==> src/rtl/sync_mod_counter_pkg.sv <==
// Shared types and helpers for the modulo-N counter.
// Direction encoding, parameter legality and constant helpers.
package sync_mod_counter_pkg;

  typedef enum logic {
    DIR_DOWN = 1'b0,
    DIR_UP   = 1'b1
  } dir_t;

  function automatic int clog2(input int n);
    int r;
    r = 0;
    for (int i = 0; i < 32; i++) begin
      if ((64'(1) << r) < 64'(n)) r = r + 1;
    end
    return r;
  endfunction

  function automatic int max_val(input int m);
    return m - 1;
  endfunction

  function automatic bit legal(input int w, input int m);
    return (w >= 1) && (w <= 30) && (m >= 2)
        && (clog2(m) <= w);
  endfunction

endpackage

==> src/rtl/sync_mod_prescaler.sv <==
// Clock-enable divider: one step pulse every PRESCALE enabled cycles.
// clr restarts the division phase.
module sync_mod_prescaler
  import sync_mod_counter_pkg::*;
#(
  parameter int PRESCALE = 1
) (
  input  logic clk,
  input  logic rst,
  input  logic en,
  input  logic clr,
  output logic step
);

  if (PRESCALE < 1) begin : g_bad
    $error("PRESCALE must be >= 1");
  end

  if (PRESCALE == 1) begin : g_pass
    logic unused_ok;
    assign unused_ok = ^{clk, rst, clr};
    assign step = en;
  end else begin : g_div
    localparam int PW = clog2(PRESCALE);
    localparam logic [PW-1:0] LAST =
      PW'(PRESCALE - 1);

    logic [PW-1:0] pre;

    // phase counter, advances only while enabled
    always_ff @(posedge clk) begin
      if (rst || clr) begin
        pre <= '0;
      end else if (en) begin
        if (pre == LAST) pre <= '0;
        else pre <= pre + 1'b1;
      end
    end

    assign step = en && (pre == LAST);
  end

endmodule

==> src/rtl/sync_mod_counter.sv <==
// Synchronous modulo-N up/down counter with load, clear and prescaler.
// Optional Gray output: define SYNC_MOD_COUNTER_GRAY_EN.
module sync_mod_counter
  import sync_mod_counter_pkg::*;
#(
  parameter int WIDTH    = 4,
  parameter int MODULUS  = 16,
  parameter int PRESCALE = 1
) (
  input  logic             clk,
  input  logic             rst,
  input  logic             en,
  input  logic             up_dn,
  input  logic             clr,
  input  logic             load,
  input  logic [WIDTH-1:0] load_val,
  output logic [WIDTH-1:0] q,
  output logic             tc,
  output logic             wrap,
`ifdef SYNC_MOD_COUNTER_GRAY_EN
  output logic [WIDTH-1:0] q_gray,
`endif
  output logic             load_err
);

  if (!legal(WIDTH, MODULUS)) begin : g_bad
    $error("illegal WIDTH/MODULUS");
  end

  localparam logic [WIDTH-1:0] MAXV =
    WIDTH'(max_val(MODULUS));
  localparam logic [WIDTH:0] MODV =
    (WIDTH+1)'(MODULUS);

  logic             step;
  logic [WIDTH-1:0] nq;
  logic             nwrap;
  logic             nerr;

  sync_mod_prescaler #(
    .PRESCALE(PRESCALE)
  ) u_pre (
    .clk (clk),
    .rst (rst),
    .en  (en),
    .clr (clr | load),
    .step(step)
  );

  // next count: clr > load > step > hold
  always_comb begin
    nq    = q;
    nwrap = 1'b0;
    nerr  = 1'b0;
    if (clr) begin
      nq = '0;
    end else if (load) begin
      if ({1'b0, load_val} < MODV) begin
        nq = load_val;
      end else begin
        nq   = MAXV;
        nerr = 1'b1;
      end
    end else if (step) begin
      if (dir_t'(up_dn) == DIR_UP) begin
        if (q == MAXV) begin
          nq    = '0;
          nwrap = 1'b1;
        end else begin
          nq = q + 1'b1;
        end
      end else begin
        if (q == '0) begin
          nq    = MAXV;
          nwrap = 1'b1;
        end else begin
          nq = q - 1'b1;
        end
      end
    end
  end

  // count, pulse and optional Gray registers
  always_ff @(posedge clk) begin
    if (rst) begin
      q        <= '0;
      wrap     <= 1'b0;
      load_err <= 1'b0;
`ifdef SYNC_MOD_COUNTER_GRAY_EN
      q_gray   <= '0;
`endif
    end else begin
      q        <= nq;
      wrap     <= nwrap;
      load_err <= nerr;
`ifdef SYNC_MOD_COUNTER_GRAY_EN
      q_gray   <= nq ^ (nq >> 1);
`endif
    end
  end

  assign tc = (dir_t'(up_dn) == DIR_UP)
            ? (q == MAXV) : (q == '0);

endmodule

==> config.mk <==
export PLATFORM = sky130hd
export DESIGN_NAME = sync_mod_counter
export DESIGN_NICKNAME = d
export VERILOG_FILES = /design/src/rtl/sync_mod_counter_pkg.sv /design/src/rtl/sync_mod_prescaler.sv /design/src/rtl/sync_mod_counter.sv
export SDC_FILE = /design/constraint.sdc
export NUM_CORES = 1
export LEC_CHECK = 0
export ABC_AREA = 0
export CELL_PAD_IN_SITES_DETAIL_PLACEMENT = 1
export CELL_PAD_IN_SITES_GLOBAL_PLACEMENT = 2
export CORE_AREA = 2 2 45 47
export DETAILED_ROUTE_END_ITERATION = 7
export DIE_AREA = 0 0 47 49
export PLACE_DENSITY_LB_ADDON = 0.1
export SLEW_MARGIN = 10
export SYNTH_ARGS = -nofsm -noshare
export SYNTH_HDL_FRONTEND = slang
export SYNTH_SLANG_ARGS = --single-unit
export TNS_END_PERCENT = 30
==> constraint.sdc <==
create_clock -name clk -period 2.7 [get_ports clk]
set_clock_uncertainty 0.05 [all_clocks]
set_input_delay 0.54 -clock clk [delete_from_list [all_inputs] [get_ports clk]]
set_output_delay 0.54 -clock clk [all_outputs]
set_load 0.005 [all_outputs]
==> run_results.csv <==
group,metric,value,unit
logic_synthesis,synth_edf_count,0,
timing,period_needed,2.266,ns
logic_synthesis,ys_ff_latch,5,
place,pre_cts_ws,0.04661,ns
clock_tree,cts_hold_buf,0,
logic_synthesis,synth.largest_area_cell,"dfxtp_1",
timing,worst_slack,0.4335,ns
finish,n_antenna_cell,0,
routing,drc,0,
global_route,antenna_found_initial,0,
clock_tree,clkLatencyLatePin,0.25,ns
global_route,grt.busiest_layer,"met2",
logic_synthesis,yosysWarnings,0,
setup_path,cp-end-kind,"output port",
floorplanning,core,1842,µm²
routing,postRouteAntennaNets,0,
timing,fmaxAchievable,0.4412,GHz
clock_tree,htreeDepth,1,
timing,slew_viol_final,0,
global_route,grt_util_met3,6.667,%
timing,hold_viol,0,
finish,fillers,241,
timing,grt_setup_unrepaired,"false",
power,p_leak,0.2532,nW
floorplanning,die_x,47,µm
routing,vias,417,
setup_path,crit_arrival,1.68,ns
power,pwr_density_cell,381.0,nW/µm²
clock_tree,clkTransAtPathRegs,0.04,ns
power,total_power,231.2,µW
logic_synthesis,avgSynthCellArea,8.185,µm²
clock_tree,max-clock-path-buffers,2,
global_route,grt-ovfl-total,0,
routing,routed_via_density,4.484,
logic_synthesis,ys_top_cells_by_area,"dfxtp_1 (25%), and4b_1 (7.6%), ha_1 (6.4%)",
timing,fin_crit_sh,83.94,%
global_route,grt_max_degree,12,
floorplanning,rows,16,
global_route,grt_pass1_vias,400,
global_route,grt_use_met2,17.35,%
setup_path,r2r_cells,6,
place,portBuffers,15,
logic_synthesis,ys_seq_area_share,25.48,%
finish,fin_nets,79,
place,dp.final_hpwl,831.3,µm
floorplanning,die_area,2303,µm²
power,ir_drop,0.1783,mV
status,status,"finished, final reports clean",
clock_tree,numCtsBuffers,3,
clock_tree,clockRootBuffer,"clkbuf_4",
logic_synthesis,synth-async-reset-ratio,0,%
timing,setup_viol,0,
logic_synthesis,synth_fp_nets,60,
job,maxCapViolations,0,
floorplanning,initial_core_util,21.33,%
global_route,use_met1,14.61,%
finish,drive_gt1_share,13.64,%
global_route,grt_pass1_wl,1897,µm
hold_path,worstHoldPathType,"flip-flop to flip-flop",
setup_path,crit_type,"input pin to output port",
logic_synthesis,synth_area,392.9,µm²
floorplanning,io_pins,17,
global_route,grt_use_total,11.97,%
logic_synthesis,synthCells,48,
setup_path,cp_max_fo,3,
hold_path,holdPathStages,4,
finish,final_area,606.8,µm²
routing,wl_per_cell,11.48,µm
clock_tree,cts.sinks,5,
logic_synthesis,synthFlopType,"dfxtp_1",
finish,areaGrowthSynthToFinish,54.46,%
clock_tree,tritoncts,"built",
setup_path,critPathRequiredTime,2.11,ns
finish,seq_area,100.1,µm²
finish,multi_input_area,271.5,µm²
timing,whs,0.6663,ns
timing,totalNegativeSetupSlack,0,ns
place,gp_congestion,0.6904,
routing,drtPass1Iterations,3,
logic_synthesis,synth_top_area_share,25.48,%
routing,drt_wl_total,1068,µm
setup_path,crit_path_start_kind,"input pin",
place,post_dp_cell_area,575.6,µm²
floorplanning,die_h,49,µm
routing,dr.first_iter.drc_count,5,
logic_synthesis,ys_types,29,
## critical path, stage by stage
cell and delay, ns:
clkdlybuf4s50_1 0.43, or4b_4 0.51, nand2_2 0.08, dlymetal6s2s_1 0.12
## logic make-up after synthesis
kind of cell	count (synthesis)	synth area share (%)
adder cells (fa/ha/maj)	2	6.368
flip-flops	5	25.48
other	1	0.9545
buffers and inverters	5	6.050
multiplexers	2	5.414
AO/OA/AOI/OAI	11	18.47
XOR/XNOR	2	4.459
AND/OR/NAND/NOR	20	32.80
## Yosys cell counts, drive strengths merged, types with 2 or more instances
cell and n:
a21oi 2, and4b 3, buf 2, dfxtp 5, ha 2, inv 2
nand2 5, nand2b 2, nor2 2, o21ai 5, xnor2 2
## per-stage QoR
step	util [%]	std cells
finish	32.95	93
global route	32.95	93
CTS	32.68	93
detailed placement	31.25	89
global placement	31.25	89
floorplan	-	48
## sequential cells by signal (all words and copies together), names as in the netlist
register / cells
q: 4
wrap: 1
## where the power goes
group | internal [mW] | leakage [nW] | total (mW) | switching (mW)
sequential | 0.0774 | 0.0409 | 0.0823 | 0.00496
combinational | 0.0370 | 0.197 | 0.0602 | 0.0232
clock | 0.0560 | 0.0150 | 0.0886 | 0.0326
## area by class of cell
type                       count  area share (%)
sequential                     5           16.49
tap                           27           5.567
inverter                       2           1.237
clock buffer                   4           4.330
timing repair buffer          17           27.63
multi-input combinational     38           44.74
## per-layer routing
metal  routed length, µm  vias up
met4                   9        0
li1                    -      207
met5                   0        -
met2                 506       15
met3                  77        3
met1                 474      192
## worst paths after layout
path           to  slack, ns   from
max            tc       0.43  up_dn
min          q[0]       0.67   q[2]
max reg2reg  q[0]       1.13   q[0]
min reg2reg  q[0]       0.67   q[2]
## timing repair
item,CTS,global route
buffers inserted,0,0
endpoints found under the setup margin,0,1
resized for setup,0,2
## layout by cell type, fill, tap and decap left out, types with 2 or more instances in the layout
cell type	n
buf_4	2
clkdlybuf4s50_1	14
and4b_1	3
o21ai_0	5
nand2b_1	2
xnor2_1	2
ha_1	2
dfxtp_1	5
inv_1	2
clkbuf_4	3
nor2_1	2
nand2_1	4
Note: power is estimated with default switching activity, not from simulation.
==> RTL edit (same flow settings) <==
Register the output `q` once more, cleared by the reset; this adds one clock of latency there. The other outputs are not delayed to match.
--- a/src/rtl/sync_mod_counter.sv
+++ b/src/rtl/sync_mod_counter.sv
@@ -24,2 +24,4 @@
 );
+
+  logic [WIDTH-1:0] q_s0;
 
@@ -51,3 +53,3 @@
   always_comb begin
-    nq    = q;
+    nq    = q_s0;
     nwrap = 1'b0;
@@ -65,3 +67,3 @@
       if (dir_t'(up_dn) == DIR_UP) begin
-        if (q == MAXV) begin
+        if (q_s0 == MAXV) begin
           nq    = '0;
@@ -69,6 +71,6 @@
         end else begin
-          nq = q + 1'b1;
+          nq = q_s0 + 1'b1;
         end
       end else begin
-        if (q == '0) begin
+        if (q_s0 == '0) begin
           nq    = MAXV;
@@ -76,3 +78,3 @@
         end else begin
-          nq = q - 1'b1;
+          nq = q_s0 - 1'b1;
         end
@@ -85,3 +87,3 @@
     if (rst) begin
-      q        <= '0;
+      q_s0     <= '0;
       wrap     <= 1'b0;
@@ -92,3 +94,3 @@
     end else begin
-      q        <= nq;
+      q_s0     <= nq;
       wrap     <= nwrap;
@@ -102,3 +104,11 @@
   assign tc = (dir_t'(up_dn) == DIR_UP)
-            ? (q == MAXV) : (q == '0);
+            ? (q_s0 == MAXV) : (q_s0 == '0);
+
+  always_ff @(posedge clk) begin
+    if (rst) begin
+      q <= '0;
+    end else begin
+      q <= q_s0;
+    end
+  end
 
Behaviour: not the same (Yosys sat finds a counterexample within 4 cycles, from zero or initial values and one cycle with rst high).
==> RTL edit against the original RTL <==
Setup slack lost 340 ps. Largest power group is now registers. Sequential cell count up 4. Power increased by 34%. Area after synthesis grew 20%. Final area rose by 15%. Worst hold slack worse by 180 ps. Wire length up 14%. Global-route usage rose by 0.44 points. Non-clock buffer count did not move.
==> RTL edit: results (changes against the original RTL) <==
CP arrival 2020 ps (+340 ps); slowest stage cell on the critical path clkdlybuf4s50_1; Seq pwr share 0.464 (+0.108); hpwl dp 1.02 mm (+23%); average wire per standard cell 11.8 microns (+3.0%); largest net degree at the start of global routing 10 (-2); first-pass GRT wire length 2.01 mm (+5.8%); vias in the first global route 447 (+12%); Post-Place Cells 99 (+11%); DR vias/cell 4.55 (+1.6%); sequential-to-total area share from yosys stat 0.381 (+0.126); P_clk 0.000108 W (+22%); Post-Syn Nets 68 (+13%); Clock Latency Late Sink 270 ps (+20 ps); commonest cells in the netlist 9 x dfxtp_1, 7 x nor2_1, 5 x o21ai_0, 3 x a21oi_1, 3 x inv_1; static leakage 0.283 nW (+12%); Post-Syn Instances 56 (+17%); GPL Wtd Cong 0.735 (+6.4%); Post-Place Worst Slack 60.7 ps (+14.1 ps); Int Pwr 0.000229 W (+34%); Nets 89 (+13%); top cells by area, synth dfxtp_1 38%, nor2_1 5.6%, ha_1 5.3%; Total GRT Usage 0.124 (+0.00436); status finished clean; Synth cell types 27 (-6.9%); Top Registers q x4, q_s0 x4, wrap x1; Final Non-Filler Cells 103 (+11%); Power, Total 0.000310 W (+34%); Placed Area 664 sq um (+15%)
RTL edit: cell count changes after synthesis, sizes merged, moves of 2 or more:
cell   delta
nor2b     +2
nand2     -3
and4b     -3
nor2      +5
dfxtp     +4
and3      +2
inv       +2
RTL edit: worst reg2reg max path, stage by stage (launching register included):
cell      delay, ps
dfxtp_1         420
clkinv_2        110
ha_1            220
or3b_1          210
a21oi_1          80
a221oi_1        270
nor2_1           70
RTL edit: cell families after synthesis:
| kind of cell | share of synthesized area |
|---|---|
| AO/OA/AOI/OAI | 0.201 |
| XOR/XNOR | 0.0370 |
| adder cells (fa/ha/maj) | 0.0529 |
| buffers and inverters | 0.0582 |
| flip-flops | 0.381 |
| multiplexers | 0.0423 |
| other | 0.00793 |
| AND/OR/NAND/NOR | 0.220 |
RTL edit: worst paths after layout:
check | start | endpoint | slack [ps] | cells past startpoint
max reg2reg | q_s0[1] | q_s0[0] | 1150 | 6
min reg2reg | q_s0[1] | q[1] | 480 | 2
min | q_s0[1] | q[1] | 480 | 2
max | up_dn | tc | 90 | 4
RTL edit: per-layer routing:
metal | share of wire | wire (microns) | GRT usage | vias to the layer above
met4 | 0.014 | 17 | 0.0417 | 0
met3 | 0.040 | 49 | 0.0667 | 2
li1 | - | - | - | 230
met2 | 0.52 | 632 | 0.183 | 8
met1 | 0.43 | 519 | 0.151 | 229
met5 | 0 | 0 | 0 | -
RTL edit: layout make-up:
class                      instances  area [sq um]
clock buffer                       4          26.3
fill                             229          1150
inverter                           5          20.0
multi-input combinational         41           269
sequential                         9           181
tap                               27          33.8
timing repair buffer              17           165
RTL edit: what timing repair did:
item | CTS | global route
endpoints found under the setup margin | 0 | 1
hold buffers | 0 | 0
resized for setup | 0 | 2
